--- src/rtl/mem_arbiter_16bit.sv ---
// Two-port round-robin arbiter in front of a single-port synchronous memory with a
// one-cycle registered read; one access completes every two cycles under back-to-back load.
module mem_arbiter_16bit #(
  parameter int unsigned ADDR_W = 8,
  parameter int unsigned DATA_W = 16
) (
  input  logic              clk,
  input  logic              rst,
  input  logic              req0,
  input  logic              we0,
  input  logic [ADDR_W-1:0] addr0,
  input  logic [DATA_W-1:0] wdata0,
  input  logic              req1,
  input  logic              we1,
  input  logic [ADDR_W-1:0] addr1,
  input  logic [DATA_W-1:0] wdata1,
  output logic              gnt0,
  output logic              gnt1,
  output logic              rvalid0,
  output logic              rvalid1,
  output logic [DATA_W-1:0] rdata0,
  output logic [DATA_W-1:0] rdata1,
  output logic [ADDR_W-1:0] mem_address,
  output logic [DATA_W-1:0] mem_data_in,
  output logic              mem_write_en,
  input  logic [DATA_W-1:0] mem_data_out
);

  typedef enum logic [1:0] {
    IDLE   = 2'd0,
    ACCESS = 2'd1,
    RESP   = 2'd2
  } state_t;

  state_t r_state;
  logic   r_last;
  logic   r_win;
  logic   r_we;

  logic              w_any;
  logic              w_win;
  logic              w_we;
  logic [ADDR_W-1:0] w_addr;
  logic [DATA_W-1:0] w_wdata;

  // On a tie the port that did not win last time goes next.
  assign w_any   = req0 | req1;
  assign w_win   = (req0 & req1) ? ~r_last : req1;
  assign w_we    = w_win ? we1 : we0;
  assign w_addr  = w_win ? addr1 : addr0;
  assign w_wdata = w_win ? wdata1 : wdata0;

  always_ff @(posedge clk or posedge rst) begin
    if (rst) begin
      r_state      <= IDLE;
      r_last       <= 1'b1;
      r_win        <= 1'b0;
      r_we         <= 1'b0;
      gnt0         <= 1'b0;
      gnt1         <= 1'b0;
      rvalid0      <= 1'b0;
      rvalid1      <= 1'b0;
      rdata0       <= '0;
      rdata1       <= '0;
      mem_address  <= '0;
      mem_data_in  <= '0;
      mem_write_en <= 1'b0;
    end else begin
      gnt0         <= 1'b0;
      gnt1         <= 1'b0;
      rvalid0      <= 1'b0;
      rvalid1      <= 1'b0;
      mem_write_en <= 1'b0;
      case (r_state)
        ACCESS: r_state <= RESP;
        IDLE, RESP: begin
          // Memory data_out is valid in RESP; return it to whoever issued the read.
          if (r_state == RESP && !r_we) begin
            if (r_win) begin
              rdata1  <= mem_data_out;
              rvalid1 <= 1'b1;
            end else begin
              rdata0  <= mem_data_out;
              rvalid0 <= 1'b1;
            end
          end
          if (w_any) begin
            mem_address  <= w_addr;
            mem_data_in  <= w_wdata;
            mem_write_en <= w_we;
            gnt0         <= ~w_win;
            gnt1         <= w_win;
            r_win        <= w_win;
            r_we         <= w_we;
            r_last       <= w_win;
            r_state      <= ACCESS;
          end else begin
            r_state <= IDLE;
          end
        end
        default: r_state <= IDLE;
      endcase
    end
  end

endmodule

--- config.mk ---
export PLATFORM = sky130hd
export DESIGN_NAME = mem_arbiter_16bit
export DESIGN_NICKNAME = d
export VERILOG_FILES = /design/src/rtl/mem_arbiter_16bit.sv
export SDC_FILE = /design/constraint.sdc
export NUM_CORES = 1
export LEC_CHECK = 0
export BUFFER_PORTS_ARGS = -buffer_cell sky130_fd_sc_hd__buf_4
export CAP_MARGIN = 0
export CORE_ASPECT_RATIO = 0.9
export CORE_MARGIN = 2
export CORE_UTILIZATION = 49
export CTS_CLUSTER_DIAMETER = 100
export CTS_CLUSTER_SIZE = 40
export DETAILED_ROUTE_END_ITERATION = 6
export GPL_ROUTABILITY_DRIVEN = 0
export HOLD_SLACK_MARGIN = 0.15
export PLACE_DENSITY = 0.95
export SLEW_MARGIN = 20
export SYNTH_ARGS = -nofsm -noshare
export SYNTH_HDL_FRONTEND = slang
export SYNTH_SLANG_ARGS = --single-unit
--- constraint.sdc ---
create_clock -name clk -period 5.3 [get_ports clk]
set_input_delay 0.53 -clock clk [delete_from_list [all_inputs] [get_ports clk]]
set_output_delay 0.53 -clock clk [all_outputs]
set_load 0.02 [all_outputs]
==> results of run 1 <==
[sequential cells by signal (all words and copies together) (netlist names)]
register,count
gnt0,1
r_win,1
mem_address,8
rdata1,16
gnt1,1
r_we,1
rvalid1,1
mem_write_en,1
r_state,2
mem_data_in,16
r_last,1
rvalid0,1
rdata0,16
[cell usage after synthesis (2+ instances only)]
cell,n
a21o_1,2
a21oi_1,2
a221o_1,23
and2_0,17
and2_1,6
buf_2,5
dfrtp_1,65
inv_1,2
mux2_2,23
mux2_4,9
mux2i_1,2
nor2_1,2
nor2b_1,2
[power by group through the flow]
stage          sequential (µW)  clock, µW  combinational, µW
5_1_grt                    803        501                840
3_5_place_dp               788          0                797
4_1_cts                    783        480                802
3_3_place_gp               780          0                773
2_1_floorplan              979          0                232
6_report                   783        468                794
[metrics by stage]
step / util / hold slack, ns
after CTS: 0.7475 / 0.4059
after detailed placement: 0.7040 / 0.4497
after floorplan: - / 0.4170
after global routing: 0.7485 / 0.4097
after global placement: 0.7040 / 0.4472
final: 0.7485 / 0.4248
[routing by layer]
layer | routed length [µm] | vias up
met5 | 0 | -
met4 | 61 | 0
met3 | 577 | 6
met2 | 3198 | 93
met1 | 2548 | 987
li1 | - | 907
[layout make-up]
cell class	count	area [µm²]
sequential	66	1653
fill	350	1314
timing repair buffer	134	1006
multi-input combinational	95	932.1
clock buffer	10	137.6
clock inverter	6	90.09
tap	67	83.83
inverter	2	7.507
[layout by cell type, fill, tap and decap left out]
master / count
buf_4: 134
dfrtp_1: 65
a221o_1: 23
mux2_2: 23
and2_0: 17
clkbuf_8: 10
mux2_4: 9
and2_1: 6
nor2b_1: 2
a21o_1: 2
mux2i_1: 2
nor2_1: 2
a21oi_1: 2
bufinv_16: 2
clkinv_4: 2
nor4b_4: 1
o21bai_1: 1
inv_1: 1
nor3b_2: 1
a21bo_2: 1
nor2_4: 1
nor4bb_4: 1
a22o_1: 1
inv_2: 1
clkinv_2: 1
clkinvlp_4: 1
dfstp_2: 1
[cells by family (layout without fill, tap and decap cells)]
| kind of cell | Yosys count | in the layout | share of synthesized area |
|---|---|---|---|
| AO/OA/AOI/OAI | 30 | 30 | 0.1067 |
| buffers and inverters | 12 | 152 | 0.02797 |
| flip-flops | 66 | 66 | 0.6264 |
| multiplexers | 34 | 34 | 0.1569 |
| AND/OR/NAND/NOR | 31 | 31 | 0.08203 |
[worst paths after layout]
path | start | endpoint | slack, ns | cells after the start
worst min register to register | r_state[1]$_DFF_PP0_ | r_state[1]$_DFF_PP0_ | 0.48 | 1
worst max register to register | r_state[0]$_DFF_PP0_ | rdata1[6]$_DFFE_PP0P_ | 3.25 | 2
worst max-delay path | r_state[0]$_DFF_PP0_ | rdata1[6]$_DFFE_PP0P_ | 3.25 | 2
worst min-delay path | addr1[5] | mem_address[5]$_DFFE_PP0P_ | 0.42 | 2
max in group asynchronous | rst | rdata1[9]$_DFFE_PP0P_ | 4.35 | 3
min in group asynchronous | rst | rdata0[3]$_DFFE_PP0P_ | 0.43 | 3
[worst max-delay path, stage by stage, from the launching register on]
cell	delay, ns
dfrtp_1	0.51
nor4bb_4	0.99
mux2_2	0.43
==> flow_metrics.env, run 1 <==
export IMPL_rows=25
export IMPL_num_io_pins=131
export IMPL_overflow=0
export IMPL_cts_tree="done"
export IMPL_drv_slew=0
export IMPL_die_h_um=73.62
export IMPL_cts_hold_buffers=0
export IMPL_startpoint_type="register"
export IMPL_power_uw=2045
export IMPL_placedCellCount=364
export IMPL_cts_buffers=9
export IMPL_htreeDepth=3
export IMPL_die_x_um=81.36
export IMPL_remaining_drc_errors=0
export IMPL_wirelength_mm=6.386
export IMPL_synth_edff_count=0
export IMPL_ys_seq_area_frac=0.6264
export IMPL_power_switching_uw=683.1
export IMPL_p_int_uw=1362
export IMPL_yosysTopAreaCell="dfrtp_1"
export IMPL_grt_pass1_wl_mm=9.715
export IMPL_post_cts_resized=0
export IMPL_place_worst_setup_slack_ns=3.199
export IMPL_die_area_um2=5989
export IMPL_rsz0062_at_grt="no"
export IMPL_worst_slew_pin_slew_ns=1.073
export IMPL_track_usage=0.2195
export IMPL_max_cap_viol_count=0
export IMPL_syn_inst=173
export IMPL_outcome="finished, final reports clean"
export IMPL_worst_clock_skew_ns=0.004905
export IMPL_yosys_most_used_dff="dfrtp_1"
export IMPL_drtPass1Iterations=4
export IMPL_cp_max_fo=17
export IMPL_diodes=0
export IMPL_place_area_um2=3677
export IMPL_gr_usage_met1=0.2649
export IMPL_route_vias_total=1993
export IMPL_cts_root_buffer="clkbuf_8"
export IMPL_cts_clk_slew_worst_paths_ns=0.07
export IMPL_arrival_ns=2.26
export IMPL_layoutNonFillerInstCount=380
export IMPL_syn_avg_cell_area_um2=15.25
export IMPL_fin_area_um2=3910
export IMPL_grt_antenna_before_repair=0
export IMPL_combPwrFrac=0.388
export IMPL_synth_seq_cells=66
export IMPL_finalHoldViolCount=0
export IMPL_required_ns=5.52
export IMPL_vdd_drop_max_v=0.0003293
export IMPL_routed_via_density=5.245
export IMPL_num_nets_final=378
export IMPL_power_density_nw_per_um2=523.0
export IMPL_maxSlewHeadroom=0.2839
export IMPL_synth_cell_types=26
export IMPL_synth_top_cell_area_share=0.6164
export IMPL_min_path_type="input port to register"
export IMPL_worst_skew_pair_late_latency_ns=0.33
export IMPL_cp_end_kind="register"
export IMPL_clock_sinks=66
export IMPL_io_buffers=130
export IMPL_async_flop_share=1.000
export IMPL_use_met3=0.06880
export IMPL_met2_usage=0.3734
export IMPL_top_usage_layer="met2"
export IMPL_grt_pass1_vias=2039
export IMPL_clockBufferDepth=2
export IMPL_fmax_mhz=488.5
export IMPL_finalCriticalPeriod_ns=2.047
export IMPL_syn_cell_area_um2=2639
export IMPL_finalCritPeriodShare=0.3863
export IMPL_fin_tns_setup_ns=0
export IMPL_start_util=0.5051
export IMPL_hpwl_mm=4.499
export IMPL_leakagePower_uw=0.001926
export IMPL_drive_gt1_frac=0.6038
export IMPL_ant_nets=0
export IMPL_area_growth_pct=48.17
export IMPL_setup_viol=0
export IMPL_synth_nets=243
export IMPL_grt_max_degree=67
export IMPL_coreArea_um2=5224
export IMPL_criticalPathCategory="register to register"
export IMPL_post_cts_buffers=0
export IMPL_synth_area_leaders="dfrtp_1 62%, mux2_2 9.8%, a221o_1 8.7%, mux2_4 5.1%, and2_0 4.0%"
export IMPL_wl_per_cell_um=16.81
export IMPL_power_frac_seq=0.383
export IMPL_yosys_warnings=0
export IMPL_switching_share=0.3340
export IMPL_setup_ws_ns=3.253
export IMPL_drt_iter0_drc=95
export IMPL_power_share_clock=0.229
Power figures use the tool's default switching activity.
==> inputs of run 2 (changes only) <==
Settings changed: CORE_UTILIZATION 49 to 41, PLACE_DENSITY 0.95 to 0.87.
Clock period 5.3 ns to 1.7 ns, I/O delays scaled along.
==> flow_metrics.env, run 2 (synthesis gave the netlist of run 1 again) <==
export IMPL_outcome="finished, final reports clean"
export IMPL_io_buffers=130
export IMPL_criticalPathCategory="register to register"
export IMPL_track_usage=0.2165
export IMPL_post_cts_buffers=0
export IMPL_rsz0062_at_grt="no"
export IMPL_worst_clock_skew_ns=0.008127
export IMPL_grt_max_degree=42
export IMPL_rows=27
export IMPL_finalCriticalPeriod_ns=1.571
export IMPL_remaining_drc_errors=0
export IMPL_drv_slew=0
export IMPL_placedCellCount=387
export IMPL_whs_endpoint="mem_data_in[15]$_DFFE_PP0P_"
export IMPL_fin_area_um2=4653
export IMPL_clock_sinks=66
export IMPL_power_switching_uw=2140
export IMPL_path_cells="nor4b_4 > buf_12 > mux2_2"
export IMPL_drt_iter0_drc=63
export IMPL_vdd_drop_max_v=0.0006265
export IMPL_worst_slew_pin_slew_ns=0.6532
export IMPL_start_util=0.4268
export IMPL_mostFrequentLayoutCells="133 x buf_4, 65 x dfrtp_1, 65 x dlygate4sd3_1"
export IMPL_hpwl_mm=4.405
export IMPL_switching_share=0.3289
export IMPL_overflow=0
export IMPL_place_area_um2=3779
export IMPL_final_common_cell="buf_4"
export IMPL_fmax_mhz=636.7
export IMPL_maxSlewHeadroom=0.5635
export IMPL_worst_r2r_cell_count=3
export IMPL_power_frac_seq=0.376
export IMPL_min_path_type="input port to register"
export IMPL_wl_per_cell_um=16.10
export IMPL_num_io_pins=131
export IMPL_diodes=0
export IMPL_grt_antenna_before_repair=0
export IMPL_top_regs="mem_data_in (16), rdata0 (16), rdata1 (16)"
export IMPL_worst_path_max_delay_cell="dfrtp_1"
export IMPL_drive_gt1_frac=0.5013
export IMPL_power_share_clock=0.220
export IMPL_rrSetupSlack_ns=0.13
export IMPL_clockBufferDepth=2
export IMPL_setup_viol=0
export IMPL_grt_pass1_vias=2405
export IMPL_wirelength_mm=7.534
export IMPL_cp_max_fo=17
export IMPL_leakagePower_uw=0.002221
export IMPL_combPwrFrac=0.404
export IMPL_holdWs_ns=0.1690
export IMPL_layoutNonFillerInstCount=468
export IMPL_required_ns=1.90
export IMPL_routed_via_density=4.788
export IMPL_htreeDepth=3
export IMPL_die_area_um2=7095
export IMPL_cts_clk_slew_worst_paths_ns=0.07
export IMPL_cts_root_buffer="clkbuf_8"
export IMPL_grt_pass1_wl_mm=11.50
export IMPL_worst_skew_pair_late_latency_ns=0.33
export IMPL_cpPeakStageDelay_ns=0.51
export IMPL_cp_end_kind="register"
export IMPL_p_int_uw=4365
export IMPL_finalHoldViolCount=0
export IMPL_arrival_ns=1.78
export IMPL_holdPathStages=3
export IMPL_die_h_um=80.11
export IMPL_r2r_start="r_state[0]$_DFF_PP0_"
export IMPL_max_cap_viol_count=0
export IMPL_power_density_nw_per_um2=1398
export IMPL_fillers=404
export IMPL_finalCritPeriodShare=0.9238
export IMPL_cts_tree="done"
export IMPL_drtPass1Iterations=4
export IMPL_num_nets_final=446
export IMPL_die_x_um=88.57
export IMPL_r2r_end="rdata0[6]$_DFFE_PP0P_"
export IMPL_fin_util=0.7527
export IMPL_startpoint_type="register"
export IMPL_ant_nets=0
export IMPL_cts_buffers=9
export IMPL_hp_start="wdata1[15]"
export IMPL_coreArea_um2=6182
export IMPL_area_growth_pct=76.34
export IMPL_route_vias_total=2241
export IMPL_fin_tns_setup_ns=0
[run 2: cell types whose count changed in the layout (fill, tap and decap cells not counted), sizes merged]
cell	change
buf	+3
clkinvlp	+1
clkbuf	+1
inv	-1
clkinv	-1
dlygate4sd3	+65
[run 2: final cells by class]
cell class	count	area, µm²	area share
multi-input cells	95	932.1	0.2003
well taps	87	108.9	0.02339
clock inverters	5	77.57	0.01667
inverters	2	11.26	0.002420
flip-flops and latches	66	1653	0.3552
clock buffers	11	141.4	0.03038
repair buffers	202	1729	0.3716
[run 2: worst max-delay path by stage]
stage / start / to / cells after the start
after floorplan: r_state[0]$_DFF_PP0_ / rdata0[0]$_DFFE_PP0P_ / 4
after global placement: r_last$_DFFE_PP1P_ / mem_address[1]$_DFFE_PP0P_ / 3
after detailed placement: r_last$_DFFE_PP1P_ / mem_data_in[3]$_DFFE_PP0P_ / 3
after CTS: r_state[0]$_DFF_PP0_ / rdata0[6]$_DFFE_PP0P_ / 3
after global routing: r_state[0]$_DFF_PP0_ / mem_data_in[14]$_DFFE_PP0P_ / 4
final: r_state[0]$_DFF_PP0_ / rdata0[6]$_DFFE_PP0P_ / 3
[run 2: power by group through the flow]
stage                     registers [µW]  clock network (µW)  logic (µW)
after floorplan                     3050                   0         723
after global placement              2440                   0        2440
after detailed placement            2460                   0        2510
after CTS                           2440                1460        2630
after global routing                2510                1540        2790
final                               2450                1430        2630
[run 2: critical path, delay by kind of cell, from the launching register on]
family	cells	cell delay, ns
AND/OR/NAND/NOR	1	0.37
multiplexers	1	0.35
buffers and inverters	1	0.21
flip-flops	1	0.51
[run 2: through the flow]
stage / worst slack (ns) / total power [µW]
floorplan: 0.09462 / 3775
finish: 0.1295 / 6505
global route: 0.05278 / 6834
CTS: 0.1197 / 6528
global placement: -0.005157 / 4877
detailed placement: -0.09219 / 4963
[run 2: what timing repair did]
| action | CTS | global route |
|---|---|---|
| gates resized for setup | 1 | 0 |
| endpoints found under the hold margin | 81 | 0 |
| hold buffers | 65 | 0 |
| endpoints found under the setup margin | 24 | 0 |
[run 2: layer usage]
layer / vias to the layer above / GRT usage / part of all wire
met2: 106 / 0.3714 / 0.51
met4: 0 / 0.09697 / 0.019
met5: - / 0 / 0
met3: 15 / 0.06372 / 0.070
li1: 1040 / - / -
met1: 1080 / 0.2485 / 0.40
